### src/rtl/pong_game_ctrl_pkg.sv
// Shared types and constants for the Pong game-flow controller.
package pong_pkg;

  // Game-flow states; codes 5-7 are unused and recover to IDLE.
  typedef enum logic [2:0] {
    IDLE  = 3'd0,
    SERVE = 3'd1,
    PLAY  = 3'd2,
    POINT = 3'd3,
    OVER  = 3'd4
  } state_t;

  // Default game tuning.
  localparam int DEF_WIN_SCORE    = 9;
  localparam int DEF_SERVE_FRAMES = 60;
  localparam int DEF_POINT_FRAMES = 120;

  // Ball launch directions.
  localparam logic DIR_LEFT  = 1'b0;
  localparam logic DIR_RIGHT = 1'b1;

  // Larger of two integers, used to size the shared frame timer.
  function automatic int max_int(input int a, input int b);
    return (a > b) ? a : b;
  endfunction

endpackage

### src/rtl/pong_game_ctrl_if.sv
// Signal bundle between the game controller and the VGA / ball datapath.
interface pong_game_ctrl_if
  import pong_pkg::*;
#(
  parameter int WIN_SCORE = DEF_WIN_SCORE
);
  localparam int SW = $clog2(WIN_SCORE + 1);

  // Events from the datapath and player buttons.
  logic          frame_tick;
  logic          start;
  logic          pause;
  logic          miss_left;
  logic          miss_right;

  // Game-flow decisions back to the datapath and renderer.
  logic          ball_rst;
  logic          ball_move;
  logic          serve_dir;
  logic [SW-1:0] score_l;
  logic [SW-1:0] score_r;
  logic          game_over;
  logic          winner;
  logic [2:0]    state_o;

  // Datapath side: produces events, consumes decisions.
  modport master (
    output frame_tick, start, pause, miss_left, miss_right,
    input  ball_rst, ball_move, serve_dir, score_l, score_r,
           game_over, winner, state_o
  );

  // Controller side.
  modport slave (
    input  frame_tick, start, pause, miss_left, miss_right,
    output ball_rst, ball_move, serve_dir, score_l, score_r,
           game_over, winner, state_o
  );

endinterface

### src/rtl/pong_game_ctrl_frame_timer.sv
// Loadable frame down-counter; expire pulses on the tick that takes it 1 -> 0.
module frame_timer
  import pong_pkg::*;
#(
  parameter int W = 7
) (
  input  logic         clk,
  input  logic         rst,
  input  logic         load,
  input  logic [W-1:0] load_val,
  input  logic         frame_tick,
  output logic         expire
);

  logic [W-1:0] count_reg;

  // Load has priority; otherwise count frame ticks down to zero and stop.
  always_ff @(posedge clk) begin
    if (rst) begin
      count_reg <= '0;
    end else if (load) begin
      count_reg <= load_val;
    end else if (frame_tick && (count_reg != '0)) begin
      count_reg <= count_reg - W'(1);
    end
  end

  assign expire = frame_tick && (count_reg == W'(1));

endmodule

### src/rtl/pong_game_ctrl.sv
// Pong game-flow sequencer: serve / play / point / game-over control and scoring.
module pong_game_ctrl
  import pong_pkg::*;
#(
  parameter int WIN_SCORE    = DEF_WIN_SCORE,
  parameter int SERVE_FRAMES = DEF_SERVE_FRAMES,
  parameter int POINT_FRAMES = DEF_POINT_FRAMES
) (
  input  logic          clk,
  input  logic          rst,
  pong_game_ctrl_if.slave bus
);

  localparam int SW = $clog2(WIN_SCORE + 1);
  localparam int TW = $clog2(max_int(SERVE_FRAMES, POINT_FRAMES) + 1);

  localparam logic [SW-1:0] WIN_VAL    = SW'(WIN_SCORE);
  localparam logic [TW-1:0] SERVE_LOAD = TW'(SERVE_FRAMES);
  localparam logic [TW-1:0] POINT_LOAD = TW'(POINT_FRAMES);

  state_t        state_reg;
  logic          start_d_reg;
  logic          pause_d_reg;
  logic          paused_reg;
  logic          ball_rst_reg;
  logic          ball_move_reg;
  logic          serve_dir_reg;
  logic [SW-1:0] score_l_reg;
  logic [SW-1:0] score_r_reg;
  logic          game_over_reg;
  logic          winner_reg;

  logic          start_edge;
  logic          pause_edge;
  logic          miss_ok;
  logic          miss_both;
  logic          miss_l_only;
  logic          miss_r_only;
  logic [SW-1:0] score_l_next;
  logic [SW-1:0] score_r_next;
  logic          win_l;
  logic          win_r;
  logic          timer_tick;
  logic          timer_load;
  logic [TW-1:0] timer_load_val;
  logic          timer_expire;

  assign start_edge = bus.start && !start_d_reg;
  assign pause_edge = bus.pause && !pause_d_reg;

  // Misses only count during unpaused play.
  assign miss_ok     = (state_reg == PLAY) && !paused_reg;
  assign miss_both   = miss_ok && bus.miss_left && bus.miss_right;
  assign miss_l_only = miss_ok && bus.miss_left && !bus.miss_right;
  assign miss_r_only = miss_ok && bus.miss_right && !bus.miss_left;

  // Saturating score increments; a score can never pass WIN_SCORE.
  assign score_l_next = (score_l_reg < WIN_VAL) ? score_l_reg + SW'(1) : score_l_reg;
  assign score_r_next = (score_r_reg < WIN_VAL) ? score_r_reg + SW'(1) : score_r_reg;
  assign win_l        = (score_l_next == WIN_VAL);
  assign win_r        = (score_r_next == WIN_VAL);

  // The countdown only runs while serving or frozen after a point.
  assign timer_tick = bus.frame_tick && ((state_reg == SERVE) || (state_reg == POINT));

  // Reload the shared timer on every transition into SERVE or POINT.
  always_comb begin
    timer_load     = 1'b0;
    timer_load_val = SERVE_LOAD;
    case (state_reg)
      IDLE, OVER: timer_load = start_edge;
      PLAY: begin
        if (miss_both) begin
          timer_load = 1'b1;
        end else if ((miss_l_only && !win_r) || (miss_r_only && !win_l)) begin
          timer_load     = 1'b1;
          timer_load_val = POINT_LOAD;
        end
      end
      POINT:   timer_load = timer_expire;
      default: timer_load = 1'b0;
    endcase
  end

  frame_timer #(
    .W (TW)
  ) u_frame_timer (
    .clk        (clk),
    .rst        (rst),
    .load       (timer_load),
    .load_val   (timer_load_val),
    .frame_tick (timer_tick),
    .expire     (timer_expire)
  );

  // Game-flow FSM with all outputs registered.
  always_ff @(posedge clk) begin
    if (rst) begin
      state_reg     <= IDLE;
      start_d_reg   <= 1'b0;
      pause_d_reg   <= 1'b0;
      paused_reg    <= 1'b0;
      ball_rst_reg  <= 1'b1;
      ball_move_reg <= 1'b0;
      serve_dir_reg <= DIR_LEFT;
      score_l_reg   <= '0;
      score_r_reg   <= '0;
      game_over_reg <= 1'b0;
      winner_reg    <= 1'b0;
    end else begin
      start_d_reg   <= bus.start;
      pause_d_reg   <= bus.pause;
      ball_move_reg <= 1'b0;
      case (state_reg)
        IDLE: begin
          ball_rst_reg <= 1'b1;
          if (start_edge) begin
            score_l_reg <= '0;
            score_r_reg <= '0;
            state_reg   <= SERVE;
          end
        end
        SERVE: begin
          ball_rst_reg <= 1'b1;
          if (timer_expire) begin
            state_reg    <= PLAY;
            ball_rst_reg <= 1'b0;
          end
        end
        PLAY: begin
          ball_rst_reg <= 1'b0;
          if (pause_edge) begin
            paused_reg <= !paused_reg;
          end
          if (miss_both) begin
            // Simultaneous misses: nobody scores, re-serve the other way.
            serve_dir_reg <= !serve_dir_reg;
            ball_rst_reg  <= 1'b1;
            state_reg     <= SERVE;
          end else if (miss_l_only) begin
            score_r_reg   <= score_r_next;
            serve_dir_reg <= DIR_LEFT;
            if (win_r) begin
              winner_reg    <= 1'b1;
              game_over_reg <= 1'b1;
              ball_rst_reg  <= 1'b1;
              state_reg     <= OVER;
            end else begin
              state_reg <= POINT;
            end
          end else if (miss_r_only) begin
            score_l_reg   <= score_l_next;
            serve_dir_reg <= DIR_RIGHT;
            if (win_l) begin
              winner_reg    <= 1'b0;
              game_over_reg <= 1'b1;
              ball_rst_reg  <= 1'b1;
              state_reg     <= OVER;
            end else begin
              state_reg <= POINT;
            end
          end else if (bus.frame_tick && !paused_reg) begin
            ball_move_reg <= 1'b1;
          end
        end
        POINT: begin
          ball_rst_reg <= 1'b0;
          if (timer_expire) begin
            paused_reg   <= 1'b0;
            ball_rst_reg <= 1'b1;
            state_reg    <= SERVE;
          end
        end
        OVER: begin
          game_over_reg <= 1'b1;
          ball_rst_reg  <= 1'b1;
          if (start_edge) begin
            score_l_reg   <= '0;
            score_r_reg   <= '0;
            game_over_reg <= 1'b0;
            paused_reg    <= 1'b0;
            state_reg     <= SERVE;
          end
        end
        default: begin
          game_over_reg <= 1'b0;
          paused_reg    <= 1'b0;
          ball_rst_reg  <= 1'b1;
          state_reg     <= IDLE;
        end
      endcase
    end
  end

  assign bus.ball_rst  = ball_rst_reg;
  assign bus.ball_move = ball_move_reg;
  assign bus.serve_dir = serve_dir_reg;
  assign bus.score_l   = score_l_reg;
  assign bus.score_r   = score_r_reg;
  assign bus.game_over = game_over_reg;
  assign bus.winner    = winner_reg;
  assign bus.state_o   = state_reg;

endmodule

### src/flat_wrapper.sv
// flat-port wrapper written by rule: the top's interface ports become plain ports
module pong_game_ctrl_flat import pong_pkg::*;
#(
  parameter int WIN_SCORE    = DEF_WIN_SCORE,
  parameter int SERVE_FRAMES = DEF_SERVE_FRAMES,
  parameter int POINT_FRAMES = DEF_POINT_FRAMES
)
  (clk, rst, bus_frame_tick, bus_start, bus_pause, bus_miss_left, bus_miss_right, bus_ball_rst, bus_ball_move, bus_serve_dir, bus_score_l, bus_score_r, bus_game_over, bus_winner, bus_state_o);
  pong_game_ctrl_if #(.WIN_SCORE(WIN_SCORE)) bus_i ();
  input  logic clk;
  input  logic rst;
  input wire logic [$bits(bus_i.frame_tick)-1:0] bus_frame_tick;
  input wire logic [$bits(bus_i.start)-1:0] bus_start;
  input wire logic [$bits(bus_i.pause)-1:0] bus_pause;
  input wire logic [$bits(bus_i.miss_left)-1:0] bus_miss_left;
  input wire logic [$bits(bus_i.miss_right)-1:0] bus_miss_right;
  output wire logic [$bits(bus_i.ball_rst)-1:0] bus_ball_rst;
  output wire logic [$bits(bus_i.ball_move)-1:0] bus_ball_move;
  output wire logic [$bits(bus_i.serve_dir)-1:0] bus_serve_dir;
  output wire logic [$bits(bus_i.score_l)-1:0] bus_score_l;
  output wire logic [$bits(bus_i.score_r)-1:0] bus_score_r;
  output wire logic [$bits(bus_i.game_over)-1:0] bus_game_over;
  output wire logic [$bits(bus_i.winner)-1:0] bus_winner;
  output wire logic [$bits(bus_i.state_o)-1:0] bus_state_o;
  assign bus_i.frame_tick = bus_frame_tick;
  assign bus_i.start = bus_start;
  assign bus_i.pause = bus_pause;
  assign bus_i.miss_left = bus_miss_left;
  assign bus_i.miss_right = bus_miss_right;
  assign bus_ball_rst = bus_i.ball_rst;
  assign bus_ball_move = bus_i.ball_move;
  assign bus_serve_dir = bus_i.serve_dir;
  assign bus_score_l = bus_i.score_l;
  assign bus_score_r = bus_i.score_r;
  assign bus_game_over = bus_i.game_over;
  assign bus_winner = bus_i.winner;
  assign bus_state_o = bus_i.state_o;
  pong_game_ctrl #(.WIN_SCORE(WIN_SCORE), .SERVE_FRAMES(SERVE_FRAMES), .POINT_FRAMES(POINT_FRAMES)) u_core (.clk(clk), .rst(rst), .bus(bus_i));
endmodule
### config.mk
export PLATFORM = sky130hd
export DESIGN_NAME = pong_game_ctrl_flat
export DESIGN_NICKNAME = d
export VERILOG_FILES = /design/src/rtl/pong_game_ctrl_pkg.sv /design/src/rtl/pong_game_ctrl_if.sv /design/src/rtl/pong_game_ctrl_frame_timer.sv /design/src/rtl/pong_game_ctrl.sv /design/src/flat_wrapper.sv
export SDC_FILE = /design/constraint.sdc
export NUM_CORES = 1
export LEC_CHECK = 0
export CAP_MARGIN = 20
export CELL_PAD_IN_SITES_DETAIL_PLACEMENT = 0
export CELL_PAD_IN_SITES_GLOBAL_PLACEMENT = 1
export CORE_MARGIN = 2
export CORE_UTILIZATION = 46
export CTS_CLUSTER_DIAMETER = 100
export DETAILED_ROUTE_END_ITERATION = 8
export DONT_BUFFER_PORTS = 1
export PLACE_DENSITY_LB_ADDON = 0.1
export SLEW_MARGIN = 5
export SYNTH_ARGS = -nofsm -noshare
export SYNTH_HDL_FRONTEND = slang
export SYNTH_SLANG_ARGS = --single-unit
### constraint.sdc
create_clock -name clk -period 2.6 [get_ports clk]
set_input_delay 0.39 -clock clk [delete_from_list [all_inputs] [get_ports clk]]
set_output_delay 0.39 -clock clk [all_outputs]
set_load 0.02 [all_outputs]
; Yosys cells after proc, flatten, opt, wreduce, memory -nomap -nowiden
; Cells that the tools add are included.
[totals]
inputBits = 7
output_inout_bits = 16
mem_bits_ro = 0
latch_bits = 0
mem_count = 0
elab_cells = 137
ram_bits = 0
register_bits = 26
[op_classes]
n_addsub = 3
mul = 0
n_mux = 53
bitwise = 4
reduce_logical = 42
n_lt_le_gt_ge = 2
eq_ne = 21
shifts = 0
div_mod_pow = 0
[op_table]
columns = op, n
row1 = $mux 7, 5
row2 = $mux 4, 8
row3 = $mux 1, 25
row4 = $mux 3, 8
row5 = $pmux 4 s2, 2
row6 = $reduce_and 5->1, 3
row7 = $logic_and 1x1->1, 14
row8 = $ne 2x1->1 const B, 7
row9 = $pmux 3 s4, 1
row10 = $reduce_and 4->1, 3
row11 = $pmux 1 s3, 3
row12 = $add 4x1->4 const B, 2
row13 = $eq 4x4->1 const B, 2
row14 = $logic_not 1->1, 8
row15 = $lt 4x4->1 const B, 2
row16 = $reduce_bool 2->1, 4
row17 = $eq 7x1->1 const B, 1
row18 = $reduce_bool 7->1, 1
row19 = $sub 7x1->7 const B, 1
row20 = $eq 3x2->1 const B, 2
row21 = $ne 2x2->1 const B, 3
row22 = $ne 3x1->1 const B, 2
row23 = $reduce_or 5->1, 1
row24 = $ne 4x1->1 const B, 1
row25 = other kinds (11), 16

; Longest topological paths before layout
; Gate-level depths: netlist of the first run.
[logic_depth]
depth_word = 10
mapped_depth = 7
depth_no_buf = 7

; By module
; From an unflattened synthesis of the first run, not the netlist that was laid out.
[hier_totals]
hier_cells = 194
area_unflattened_um2 = 1647.8
[modules_own_cells]
columns = module, instances, seq_area_each_um2, cells_each, area_each_um2
row1 = pong_game_ctrl, 1, 380.4, 136, 1149.9
row2 = frame_timer, 1, 140.1, 58, 498.0

; Worst setup path before layout of the first run
; OpenSTA, ideal clock, no wires.
[synth_timing]
kind = register -> register
start = register u_core.score_l_reg[0], in the netlist u_core.bus.score_l[0]
end = register u_core.u_frame_timer.count_reg[0]
slack_ns = 0.353
path_buffers = 0
period_less_slack_ns = 2.247
arrival_ns = 2.185
setup_ns = 0.062
required_ns = 2.538
path_stages_with_launch = 8
cell_sequence = dfxtp_1 -> inv_1 -> ha_1 -> or4bb_1 -> o31ai_1 -> o211a_1 -> a2bb2oi_1 -> and4b_1
[synth_via]
elab_chain_cells = 10
word_cells_on_any_way = 12
cone_classes = add/sub: 1 / order compare: 1 / eq/ne: 1 / mux: 5 / reduce/logical: 4
[synth_lines]
columns = element, line_no
row1 = start: declaration, pong_game_ctrl.sv:28  ; logic [SW-1:0] score_l_reg;
row2 = start signal: assignment, pong_game_ctrl.sv:152  ; score_l_reg <= score_l_next;
row3 = $add 4x1->4 or $lt 4x4->1 (tied branches), pong_game_ctrl.sv:58  ; assign score_l_next = (score_l_reg < WIN_VAL) ? score_l_reg + SW'(1) : score_l_reg;
row4 = $mux 4 *, pong_game_ctrl.sv:58
row5 = $eq 4x4->1 *, pong_game_ctrl.sv:60  ; assign win_l = (score_l_next == WIN_VAL);
row6 = $logic_not 1->1 *, pong_game_ctrl.sv:75  ; end else if ((miss_l_only && !win_r) || (miss_r_only && !win_l)) begin
row7 = $logic_and 1x1->1 *, pong_game_ctrl.sv:75
row8 = $logic_or 1x1->1 *, pong_game_ctrl.sv:75
row9 = $mux 1 *, pong_game_ctrl.sv:75
row10 = $mux 1 *, pong_game_ctrl.sv:73  ; if (miss_both) begin
row11 = $pmux 1 s3 *, pong_game_ctrl.sv:70  ; case (state_reg)
row12 = $mux 7 or $reduce_bool 2->1 (tied branches), n/a
row13 = end signal: assignment, pong_game_ctrl_frame_timer.sv:22  ; count_reg <= load_val;
row14 = end signal: assignment, pong_game_ctrl_frame_timer.sv:24  ; count_reg <= count_reg - W'(1);
row15 = end: declaration, pong_game_ctrl_frame_timer.sv:15  ; logic [W-1:0] count_reg;
; Every way passes the cells marked *; elsewhere a longest branch is shown, timed or not.
; A chain may end at the register's enable or synchronous reset.

; Worst setup path after layout of the first run
[layout_timing]
start = register u_core.score_l_reg[1], in the netlist u_core.bus.score_l[1]
end = register u_core.u_frame_timer.count_reg[1]
; Same word-level chain as after synthesis.

==> results.py, run 1 <==
metrics = {
    "status": {
        "status": "finished, final reports clean",
    },
    "timing": {
        "setup_ws_ns": 0.311,
        "final-max-slew-violation-count": 0,
        "clock_skew_ns": 0.00346,
        "setup_viol": 0,
        "hold_viol_final": 0,
        "hold_slack_ns": 0.113,
        "tightest_slew_ns": 0.457,
        "tns_ns": 0,
        "max_freq_ghz": 0.437,
        "finalCritPeriodShare": 0.880,
        "finalCriticalPeriod_ns": 2.29,
        "slew_headroom": 0.695,
        "rsz0062_at_grt": "no",
    },
    "synth": {
        "syn_area_um2": 1500,
        "syn-num-nets": 188,
        "synth.avg_cell_area_um2": 8.57,
        "ys_types": 49,
        "yosysTopAreaCellShare": 0.347,
        "synthFlopType": "dfxtp_1",
        "synth.area.top_cells": "dfxtp_1 35%, ha_1 5.0%, nor2_1 4.5%",
        "synth_cells": 175,
        "synth-edff-count": 0,
        "synth_largest_area_cell": "dfxtp_1",
        "async_reset_ff_frac": 0,
        "ys_seq_area_frac": 0.347,
        "ys_ff_latch": 26,
        "ys_warn_count": 0,
    },
    "setup_path": {
        "crit_chain": "inv_1, ha_1, or4bb_1, o31ai_1, o211a_1, a2bb2oi_1, buf_4, and4b_1",
        "end_kind": "flop",
        "startpoint": "u_core.bus.score_l[1]",
        "crit_slowest_cell": "dfxtp_1",
        "cp_slowest_stage_delay_ns": 0.55,
        "ff2ff_setup_slack_ns": 0.31,
        "crit_fanout": 7,
        "required_ns": 2.87,
        "timing.rr.start": "u_core.bus.score_l[1]",
        "crit_type": "reg -> reg",
        "crit_end": "u_core.u_frame_timer.count_reg[1]",
        "reg2regPathDepth": 8,
        "arrival_ns": 2.56,
        "regToRegEndpoint": "u_core.u_frame_timer.count_reg[1]",
        "critPathLaunchType": "flop",
    },
    "place": {
        "numPortBuffers": 0,
        "dpl_cell_area_um2": 1590,
        "dp_hpwl_um": 2600,
        "post-place-ws_ns": 0.351,
        "dp.cells": 221,
        "place_congestion": 0.839,
    },
    "clocking": {
        "cts_max_level": 1,
        "clockBufferDepth": 2,
        "numCtsBuffers": 3,
        "holdBufCountCts": 0,
        "clockRootBuffer": "clkbuf_4",
        "clkTransAtPathRegs_ns": 0.14,
        "cts_sinks": 26,
        "clock_latency_ns": 0.32,
        "cts_tree": "yes",
        "post_cts_buffers": 0,
        "cts_resized": 0,
    },
    "power_and_ir_drop": {
        "p_clk_frac": 0.257,
        "power_density_nw_per_um2": 420,
        "p_switching_mw": 0.177,
        "power_frac_seq": 0.626,
        "internal_power_mw": 0.499,
        "p_leak_nw": 0.551,
        "finalPower_mw": 0.676,
        "peakVddDrop_mv": 0.192,
        "pwr-share-comb": 0.117,
        "switching_share": 0.262,
    },
    "cells_and_area": {
        "syn_to_final_growth_pct": 7.43,
        "finalNonFillerCells": 224,
        "largest_reg_flops": 7,
        "final_core_util": 0.523,
        "drive_above_1_share": 0.106,
        "diodes": 0,
        "design_area_um2": 1610,
        "fillers": 308,
        "nNetsFinal": 195,
    },
    "die": {
        "die_h_um": 61.1,
        "start_util": 0.487,
        "die_x_um": 61.1,
        "core_area_um2": 3080,
        "num_rows": 20,
        "io_pins": 23,
        "die-area_um2": 3730,
    },
    "route": {
        "wl_um": 3400,
        "drt_iter0_drc": 87,
        "vias": 1304,
        "viasPerCell": 5.82,
        "routedWlPerCell_um": 15.2,
        "dr.pass1.iters": 4,
        "ant_nets": 0,
        "drc_errors": 0,
    },
    "hold_path": {
        "hold_class": "in -> reg",
    },
    "flow_run": {
        "cap_viol_max_count": 0,
    },
    "global_routing": {
        "grt_pass1_wl_um": 5620,
        "antenna_found_initial": 0,
        "first_global_vias": 1192,
        "overflow": 0,
        "grt_max_degree": 27,
        "grt_usage": 0.202,
    },
}
## worst max-delay path: cells and delay by family, from the launching register on
kind                       cells  cell delay, ns
and+or+nand+nor                2            0.67
AOI/OAI and AO/OA              3            0.46
adders and majority gates      1            0.31
buffers and inverters          2            0.25
DFF                            1            0.55
## kinds of logic after synthesis
family                     share of synthesized area
and+or+nand+nor                                0.296
AOI/OAI and AO/OA                              0.205
DFF                                            0.347
buffers and inverters                         0.0451
adders and majority gates                     0.0501
muxes                                         0.0334
xor gates and xnor gates                      0.0234
## how the worst min path moves through the flow
stage / startpoint / end / slack, ns / depth (start not counted)
floorplan: bus_miss_left / u_core.bus.serve_dir / 0.51 / 1
global placement: rst / u_core.u_frame_timer.count_reg[6] / 0.46 / 1
detailed placement: rst / u_core.bus.score_r[1] / 0.47 / 1
CTS: rst / u_core.u_frame_timer.count_reg[6] / 0.10 / 1
global route: rst / u_core.u_frame_timer.count_reg[5] / 0.09 / 1
finish: rst / u_core.pause_d_reg / 0.11 / 1
## power by group through the flow
stage / logic (mW) / registers [mW] / clock network (mW)
2_1_floorplan: 0.0673 / 0.429 / 0
3_3_place_gp: 0.0783 / 0.432 / 0
3_5_place_dp: 0.0793 / 0.432 / 0
4_1_cts: 0.0799 / 0.423 / 0.181
5_1_grt: 0.0895 / 0.426 / 0.199
6_report: 0.0794 / 0.423 / 0.174
## cells in the final DEF (no fill, tap or decap), types with 4 or more instances in the layout
cell      count
o21ai_0       6
nor2_1       18
a21oi_1      11
nor2b_1       6
a31oi_1       6
nand2_1       9
mux2i_1       5
dfxtp_1      26
buf_4         8
nor3_1        9
nand2b_1      5
inv_1        11
ha_1          6
xnor2_1       4
## synth_stat cells, types with 2 or more instances
cell / number
xnor2_1: 4
and2_1: 3
o32ai_1: 2
ha_1: 6
o21ai_0: 6
dfxtp_1: 26
a311oi_1: 2
nor3_1: 9
and4b_1: 2
nand2b_1: 5
mux2i_1: 5
nor3b_1: 2
or4_1: 2
o311ai_0: 2
inv_1: 11
nor2_1: 18
a31oi_1: 6
nor2b_1: 6
nor4b_1: 2
a21boi_0: 2
nand3b_1: 2
a21oi_1: 11
clkbuf_1: 3
buf_2: 3
o22ai_1: 2
o211ai_1: 2
nand2_1: 9
## final cells by class
type	count	area, um^2	area share
Tap cell	44	55.1	0.0342
Clock buffer	3	22.5	0.0140
Sequential cell	26	520	0.323
Multi-Input combinational cell	132	911	0.566
Timing Repair Buffer	8	60.1	0.0373
Inverter	11	41.3	0.0256
## layer usage
layer  up-vias  routed length (um)  GRT usage
met5         -                   0          0
met4         0                  29     0.0590
met3         4                 165     0.0483
met2        24                1660      0.319
met1       624                1550      0.276
li1        652                   -          -
No activity file was read; power rests on OpenSTA's default activity.
==> run 2, diff against run 1 <==
CORE_UTILIZATION = 49   (was 46)
CTS_BUF_LIST = sky130_fd_sc_hd__clkbuf_4   (was unset)
==> results.py, run 2 (synthesis gave the netlist of run 1 again) <==
metrics = {
    "status": {
        "status": "finished, final reports clean",
    },
    "die": {
        "die_h_um": 59.3,
        "num_rows": 20,
        "start_util": 0.503,
        "die-area_um2": 3520,
        "die_x_um": 59.3,
        "core_area_um2": 2980,
        "io_pins": 23,
    },
    "place": {
        "place_congestion": 0.863,
        "dp.cells": 211,
        "numPortBuffers": 0,
        "dpl_cell_area_um2": 1580,
        "dp_hpwl_um": 2580,
    },
    "setup_path": {
        "required_ns": 2.87,
        "crit_fanout": 7,
        "crit_chain": "inv_1, ha_1, or4bb_1, o31ai_1, o211a_1, a2bb2oi_1, buf_4, and4b_1",
        "crit_slowest_cell": "dfxtp_1",
        "cp_slowest_stage_delay_ns": 0.56,
        "critPathLaunchType": "flop",
        "end_kind": "flop",
        "arrival_ns": 2.56,
        "crit_type": "reg -> reg",
    },
    "timing": {
        "setup_viol": 0,
        "rsz0062_at_grt": "no",
        "clock_skew_ns": 0.00117,
        "tns_ns": 0,
        "hold_viol_final": 0,
        "finalCriticalPeriod_ns": 2.29,
        "slew_headroom": 0.690,
        "finalCritPeriodShare": 0.881,
        "final-max-slew-violation-count": 0,
        "tightest_slew_ns": 0.464,
        "max_freq_ghz": 0.436,
    },
    "cells_and_area": {
        "largest_reg_flops": 7,
        "final_common_cell": "dfxtp_1",
        "register_area_um2": 520,
        "multi_input_area_um2": 911,
        "syn_to_final_growth_pct": 7.01,
        "finalNonFillerCells": 214,
        "final_cell_mix": "26 x dfxtp_1, 18 x nor2_1, 11 x inv_1, 11 x a21oi_1",
        "design_area_um2": 1600,
        "nNetsFinal": 196,
        "drive_above_1_share": 0.110,
        "diodes": 0,
        "fillers": 290,
    },
    "global_routing": {
        "grt_usage": 0.210,
        "top_usage_layer": "met2",
        "first_global_vias": 1212,
        "antenna_found_initial": 0,
        "use_met2": 0.339,
        "overflow": 0,
        "gr-usage-met1": 0.289,
        "grt_max_degree": 27,
        "grt_use_met3": 0.0349,
        "grt_pass1_wl_um": 5680,
    },
    "clocking": {
        "clock_latency_ns": 0.31,
        "cts_max_level": 1,
        "post_cts_buffers": 0,
        "clkTransAtPathRegs_ns": 0.14,
        "numCtsBuffers": 3,
        "cts_resized": 0,
        "cts_tree": "yes",
        "holdBufCountCts": 0,
        "cts_sinks": 26,
        "clockRootBuffer": "clkbuf_4",
        "clockBufferDepth": 2,
    },
    "power_and_ir_drop": {
        "p_leak_nw": 0.556,
        "peakVddDrop_mv": 0.174,
        "power_density_nw_per_um2": 421,
    },
    "route": {
        "viasPerCell": 6.02,
        "wl_um": 3440,
        "ant_nets": 0,
        "drc_errors": 0,
        "dr.pass1.iters": 4,
        "vias": 1289,
        "routedWlPerCell_um": 16.1,
        "drt_iter0_drc": 89,
    },
    "flow_run": {
        "cap_viol_max_count": 0,
    },
    "hold_path": {
        "hold_class": "in -> reg",
    },
}
[run 2: worst paths after layout]
kind | from | slack, ns | depth (start not counted) | endpoint
worst max-delay path | u_core.bus.score_l[1] | 0.31 | 8 | u_core.u_frame_timer.count_reg[1]
worst min-delay path | rst | 0.12 | 1 | u_core.pause_d_reg
worst max register to register | u_core.bus.score_l[1] | 0.31 | 8 | u_core.u_frame_timer.count_reg[1]
worst min register to register | u_core.paused_reg | 0.59 | 2 | u_core.paused_reg
[run 2: area by class of cell]
cell class                 instances  share of cell area
inverter                          11              0.0257
tap                               33              0.0257
timing repair buffer               9              0.0421
sequential                        26               0.324
multi-input combinational        132               0.568
clock buffer                       3              0.0140
[run 2: where the power goes]
part	switching [mW]	internal, mW	total [mW]
sequential	0.0118	0.410	0.422
clock	0.117	0.0542	0.171
combinational	0.0471	0.0348	0.0819
[run 2: critical path, delay by kind of cell (launching register included)]
kind	cells	cell delay, ns
buf+inv	2	0.25
fa+ha+maj	1	0.31
simple gates	2	0.67
compound gates	3	0.47
flops	1	0.56
[run 2: stage by stage]
stage          hold slack [ns]  setup WS (ns)  power, mW   util
5_1_grt                 0.0971          0.156      0.705  0.539
4_1_cts                  0.114          0.292      0.678  0.539
6_report                 0.119          0.308      0.675  0.539
3_5_place_dp             0.466          0.334      0.512  0.531
2_1_floorplan            0.506          0.353      0.496      -
3_3_place_gp             0.464          0.393      0.510  0.531
[run 2: layer usage]
metal | wire length, um | part of all wire
met5 | 0 | 0
met4 | 18 | 0.0052
met3 | 172 | 0.050
met2 | 1630 | 0.47
met1 | 1620 | 0.47
